--- src/rtl/game_pkg.sv ---
// Shared game constants: scene encoding, lane X table and LFSR seed/taps.
package game_pkg;

    localparam int unsigned SCENE_W = 2;
    localparam logic [SCENE_W-1:0] SCENE_TITLE   = 2'd0;
    localparam logic [SCENE_W-1:0] SCENE_PLAYING = 2'd1;
    localparam logic [SCENE_W-1:0] SCENE_OVER    = 2'd2;

    localparam int unsigned LFSR_W = 8;
    localparam logic [LFSR_W-1:0] LFSR_SEED = 8'hA5;
    // Taps 8,6,5,4 (1-based) as a mask over q[7:0].
    localparam logic [LFSR_W-1:0] LFSR_TAPS = 8'b1011_1000;

    localparam int unsigned X_W    = 9;
    localparam int unsigned LANE_W = 2;

    typedef enum logic [1:0] {
        ST_IDLE,
        ST_COUNT,
        ST_HOLD,
        ST_SPAWN
    } sched_state_t;

    function automatic logic [X_W-1:0] lane_x(input logic [LANE_W-1:0] lane);
        logic [X_W-1:0] x;
        case (lane)
            2'd0:    x = 9'd72;
            2'd1:    x = 9'd112;
            2'd2:    x = 9'd152;
            default: x = 9'd192;
        endcase
        return x;
    endfunction

endpackage

--- src/rtl/spawn_scheduler_lfsr8.sv ---
// 8-bit Fibonacci LFSR, advancing one step per enable.
module lfsr8
    import game_pkg::*;
(
    input  logic              clk,
    input  logic              rst_n,
    input  logic              en,
    output logic [LFSR_W-1:0] q
);

    always_ff @(posedge clk or negedge rst_n) begin
        if (!rst_n) begin
            q <= LFSR_SEED;
        end else if (en) begin
            q <= {q[LFSR_W-2:0], ^(q & LFSR_TAPS)};
        end
    end

endmodule

--- src/rtl/spawn_scheduler.sv ---
// Enemy spawn scheduler: interval countdown, round-robin slot pick, lane choice.
module spawn_scheduler
    import game_pkg::*;
#(
    parameter int unsigned NSLOT   = 4,
    parameter int unsigned BASE_IV = 120,
    parameter int unsigned MIN_IV  = 20,
    parameter int unsigned STEP_IV = 5
) (
    input  logic               clk,
    input  logic               rst_n,
    input  logic               clk_en,
    input  logic [SCENE_W-1:0] scene,
    input  logic [4:0]         level,
    input  logic [NSLOT-1:0]   slot_done,
    output logic [NSLOT-1:0]   spawn,
    output logic [X_W-1:0]     spawn_X,
    output logic [NSLOT-1:0]   active,
    output logic               spawned,
    output logic [7:0]         speed
);

    localparam int unsigned SLOT_W = (NSLOT > 1) ? $clog2(NSLOT) : 1;
    localparam int unsigned CNT_W  = 8;
    localparam int unsigned RED_W  = 13;

    sched_state_t       state;
    logic               run;
    logic [CNT_W-1:0]   counter;
    logic [SLOT_W-1:0]  last_slot;
    logic [LANE_W-1:0]  prev_lane;
    logic [LFSR_W-1:0]  lfsr_q;
    logic               unused_lfsr;

    lfsr8 u_lfsr (
        .clk   (clk),
        .rst_n (rst_n),
        .en    (clk_en),
        .q     (lfsr_q)
    );

    assign unused_lfsr = ^lfsr_q[LFSR_W-1:LANE_W];

    // Interval saturates at MIN_IV instead of wrapping for high levels.
    logic [RED_W-1:0] reduction;
    logic [CNT_W-1:0] interval;
    always_comb begin
        reduction = RED_W'(STEP_IV) * RED_W'(level);
        if (reduction >= RED_W'(BASE_IV - MIN_IV)) begin
            interval = CNT_W'(MIN_IV);
        end else begin
            interval = CNT_W'(RED_W'(BASE_IV) - reduction);
        end
    end

    // Round-robin: lowest free slot above last_slot, else lowest free slot overall.
    logic              hi_found, lo_found, pick_found;
    logic [SLOT_W-1:0] hi_slot, lo_slot, pick_slot;
    logic [NSLOT-1:0]  pick_vec;
    always_comb begin
        hi_found = 1'b0;
        lo_found = 1'b0;
        hi_slot  = '0;
        lo_slot  = '0;
        for (int i = NSLOT - 1; i >= 0; i--) begin
            if (!active[i]) begin
                if (i > int'(last_slot)) begin
                    hi_found = 1'b1;
                    hi_slot  = SLOT_W'(i);
                end else begin
                    lo_found = 1'b1;
                    lo_slot  = SLOT_W'(i);
                end
            end
        end
        pick_found = hi_found | lo_found;
        pick_slot  = hi_found ? hi_slot : lo_slot;
        pick_vec   = NSLOT'(1'b1) << pick_slot;
    end

    logic [LANE_W-1:0] lane_raw, lane_pick;
    assign lane_raw  = lfsr_q[LANE_W-1:0];
    assign lane_pick = (lane_raw == prev_lane) ? lane_raw + 2'd1 : lane_raw;

    // Spawn outputs are registered on the edge entering SPAWN so they coincide with it.
    always_ff @(posedge clk or negedge rst_n) begin
        if (!rst_n) begin
            state     <= ST_IDLE;
            run       <= 1'b0;
            counter   <= CNT_W'(BASE_IV);
            active    <= '0;
            spawn     <= '0;
            spawn_X   <= '0;
            spawned   <= 1'b0;
            speed     <= 8'd3;
            last_slot <= SLOT_W'(NSLOT - 1);
            prev_lane <= '0;
        end else begin
            run     <= 1'b1;
            speed   <= 8'd3 + 8'(level[4:2]);
            spawn   <= '0;
            spawned <= 1'b0;
            active  <= active & ~slot_done;
            if (scene != SCENE_PLAYING) begin
                state   <= ST_IDLE;
                active  <= '0;
                counter <= CNT_W'(BASE_IV);
            end else if (run) begin
                case (state)
                    ST_IDLE: state <= ST_COUNT;
                    ST_COUNT: begin
                        if (clk_en) begin
                            if (counter <= CNT_W'(1)) begin
                                counter <= '0;
                                state   <= ST_HOLD;
                            end else begin
                                counter <= counter - CNT_W'(1);
                            end
                        end
                    end
                    ST_HOLD: begin
                        if (pick_found) begin
                            state     <= ST_SPAWN;
                            spawn     <= pick_vec;
                            spawned   <= 1'b1;
                            spawn_X   <= lane_x(lane_pick);
                            active    <= (active & ~slot_done) | pick_vec;
                            counter   <= interval;
                            last_slot <= pick_slot;
                            prev_lane <= lane_pick;
                        end
                    end
                    ST_SPAWN: state <= ST_COUNT;
                    default:  state <= ST_IDLE;
                endcase
            end
        end
    end

endmodule
--- config.mk ---
export PLATFORM = sky130hd
export DESIGN_NAME = spawn_scheduler
export DESIGN_NICKNAME = d
export VERILOG_FILES = /design/src/rtl/game_pkg.sv /design/src/rtl/spawn_scheduler_lfsr8.sv /design/src/rtl/spawn_scheduler.sv
export SDC_FILE = /design/constraint.sdc
export NUM_CORES = 1
export LEC_CHECK = 0
export BUFFER_PORTS_ARGS = -buffer_cell sky130_fd_sc_hd__buf_2
export CAP_MARGIN = 0
export CORE_ASPECT_RATIO = 0.7
export CORE_MARGIN = 5
export CORE_UTILIZATION = 45
export CTS_CLUSTER_DIAMETER = 200
export DETAILED_ROUTE_END_ITERATION = 10
export HOLD_SLACK_MARGIN = 0.1
export PLACE_DENSITY = 0.67
export SLEW_MARGIN = 20
export SYNTH_ARGS = -nofsm -noshare
export SYNTH_HDL_FRONTEND = slang
export SYNTH_HIERARCHICAL = 1
export SYNTH_SLANG_ARGS = --single-unit
--- constraint.sdc ---
create_clock -name clk -period 5.4 [get_ports clk]
set_clock_uncertainty 0.05 [all_clocks]
set_input_delay 0.54 -clock clk [delete_from_list [all_inputs] [get_ports clk]]
set_output_delay 0.54 -clock clk [all_outputs]
set_load 0.01 [all_outputs]
==> metrics.yaml <==
placed_cell_area_um2: 2550
finalWeightedCongestion: 0.833
cp_num_buf_inv: 3
yosysTopAreaCell: "dfrtp_1"
antenna_cells: 0
cts_tree: "built"
fin_crit_ns: 2.55
synth_seq_area_share_pct: 44.0
crit_chain: "buf_2, ha_1, ha_1, inv_1, fa_1, nor3b_1, a311o_1, o21ai_2, inv_2, a31o_1"
critPathLaunchType: "input pin"
grt_pass1_wl_um: 7650
root_buffer: "clkbuf_8"
clk_pin_slew_worst_paths_ns: 0.08
endpoint_kind: "flop"
final_nets: 298
synth_ff_type: "dfrtp_1"
rsz0062_at_grt: "no"
cts_resized: 0
p_leak_nw: 1.25
max_freq_mhz: 392
slew_viol_final: 0
clock_latency_ns: 0.29
syn_avg_cell_area_um2: 10.1
place_inst: 332
tightest_slew_ns: 0.890
cts_num_sinks: 41
cpMostUsedCell: "ha_1"
final_area_um2: 2670
hold_viol: 0
yosys_warnings: 6
n_fill_cell: 495
post-route-period-util_pct: 47.2
cts_htree_levels: 2
path_max_fanout: 5
ios: 40
synth.area.top_cells: "dfrtp_1, dfstp_2, ha_1"
grt_remaining_overflow: 0
fin_tns_setup_ns: 0
grt_usage_pct: 13.7
cts_hold_buf: 0
cts_setup_buffers: 0
num_vias: 1718
ir_worst_vdd_mv: 0.172
drc: 0
grt_max_degree: 42
syn-cell-area_um2: 2370
grt_pass1_vias: 1533
criticalPathCategory: "input pin to flop"
io_buffers: 31
start_util_pct: 45.7
timing.hold.ws_ns: 0.313
numCtsBuffers: 5
drive_gt1_share_pct: 25.4
cp.required_ns: 5.53
dp_hpwl_um: 3420
drtIter0Drc: 160
fin_cells: 340
ys_types: 53
cp_slowest_cell: "fa_1"
status: "finished, final reports clean"
ys_ff_latch: 41
power_density_nw_per_um2: 355
vias_per_cell: 5.05
dieArea_um2: 6830
arrival_ns: 2.68
max_cap_violations: 0
antenna_found_initial: 0
antenna_left: 0
core_um2: 5170
cpPeakStageDelay_ns: 0.47
synthCells: 235
row_count: 22
firstDrtPassIters: 4
wirelength_um: 4560
area_growth_pct: 12.9
synth.top_cell.area_share_pct: 30.7
clockBufferDepth: 2
synth-edff-count: 0
setup_violations: 0
hp-class: "input pin to async pin"
wl_per_cell_um: 13.4
synthArstFlopShare_pct: 100
cp_top_family: "adder cells"
slew_headroom_pct: 40.7
die_w_um: 96.7
fp.dieH_um: 70.7
==> placed cells by master (no fill, tap or decap), drive strengths merged, types with 2 or more instances in the layout <==
cell type / instances
xnor2: 12
nor2: 13
o21ai: 12
mux2: 8
nor4: 2
inv: 22
nand4: 3
conb: 9
ha: 16
o311ai: 2
o21a: 4
o22ai: 2
a31o: 4
nand2b: 3
buf: 31
dfrtp: 29
or2: 3
o221ai: 3
nand3: 5
dfstp: 12
a211o: 2
nor3: 6
a21o: 2
nor2b: 2
clkbuf: 7
a21oi: 13
nor3b: 3
nand2: 18
o31ai: 3
==> registers in the layout, indices dropped and copies added, names as in the netlist <==
register / cells
spawn_X: 5
active: 4
spawn: 4
counter: 8
spawned: 1
u_lfsr/q: 8
last_slot: 2
speed: 4
prev_lane: 2
state: 2
run: 1
==> path summary, 6_finish.rpt <==
| check | endpoint | depth (start not counted) | slack [ns] | start |
|---|---|---|---|---|
| max in group asynchronous | counter[7] | 1 | 4.42 | rst_n |
| min in group clk | active[0] | 2 | 0.39 | slot_done[0] |
| min | spawn_X[6] | 1 | 0.31 | rst_n |
| max | counter[0] | 10 | 2.85 | level[3] |
| min reg2reg | spawn_X[5] | 2 | 0.43 | spawn_X[5] |
| max reg2reg | counter[1] | 7 | 3.16 | state[0] |
==> power by group <==
group          switching, mW  internal [mW]  total [mW]
Clock                  0.103          0.151       0.254
Combinational          0.143          0.128       0.271
Sequential            0.0446          0.380       0.424
==> synthesized netlist by cell type, types with 3 or more instances <==
| master | instances |
|---|---|
| a21oi_1 | 13 |
| a31o_1 | 4 |
| buf_2 | 4 |
| buf_4 | 8 |
| dfrtp_1 | 29 |
| dfstp_2 | 12 |
| ha_1 | 16 |
| inv_1 | 20 |
| mux2_2 | 8 |
| nand2_1 | 18 |
| nand2b_1 | 3 |
| nand3_1 | 5 |
| nand4_1 | 3 |
| nor2_1 | 13 |
| nor3_1 | 6 |
| o21a_1 | 4 |
| o21ai_1 | 9 |
| o221ai_1 | 3 |
| o31ai_1 | 3 |
| xnor2_1 | 12 |
==> logic make-up after synthesis <==
group	Yosys count	synth area share, %
and+or+nand+nor	62	13.7
other	2	0.317
adders and majority gates	17	9.31
muxes	9	4.23
buffers and inverters	36	7.19
AOI/OAI and AO/OA	55	16.4
xor gates and xnor gates	13	4.81
DFF	41	44.0
==> worst register-to-register path, stage by stage, from the launching register on <==
cell	delay (ns)
dfrtp_1	0.40
inv_1	0.07
ha_1	0.38
clkinv_1	0.26
o211ai_2	0.40
nand2_1	0.24
o22ai_1	0.27
a31o_1	0.12
==> area by class of cell <==
class | count | area, µm² | share of cell area (%)
clock buffers | 7 | 86.3 | 3.23
clock inverters | 1 | 30.0 | 1.12
inverters | 23 | 86.3 | 3.23
multi-input cells | 165 | 1180 | 44.2
flip-flops and latches | 41 | 1040 | 39.0
well taps | 72 | 90.1 | 3.37
repair buffers | 31 | 155 | 5.81
==> per-stage QoR <==
stage / power (mW) / setup slack (ns) / utilization [%]
final: 0.949 / 2.85 / 51.6
after global placement: 0.692 / 2.63 / 49.3
after floorplan: 0.629 / 2.83 / -
after CTS: 0.959 / 2.86 / 51.6
after detailed placement: 0.701 / 2.56 / 49.3
after global routing: 1.01 / 2.73 / 51.6
==> per-layer routing <==
metal / track usage, % / up-vias / share of wire [%]
met3: 2.96 / 5 / 3.4
met1: 21.5 / 815 / 54
met5: 0 / - / 0
li1: - / 862 / -
met4: 4.67 / 0 / 0.75
met2: 18.4 / 36 / 42
Note: power is estimated with default switching activity, not from simulation.
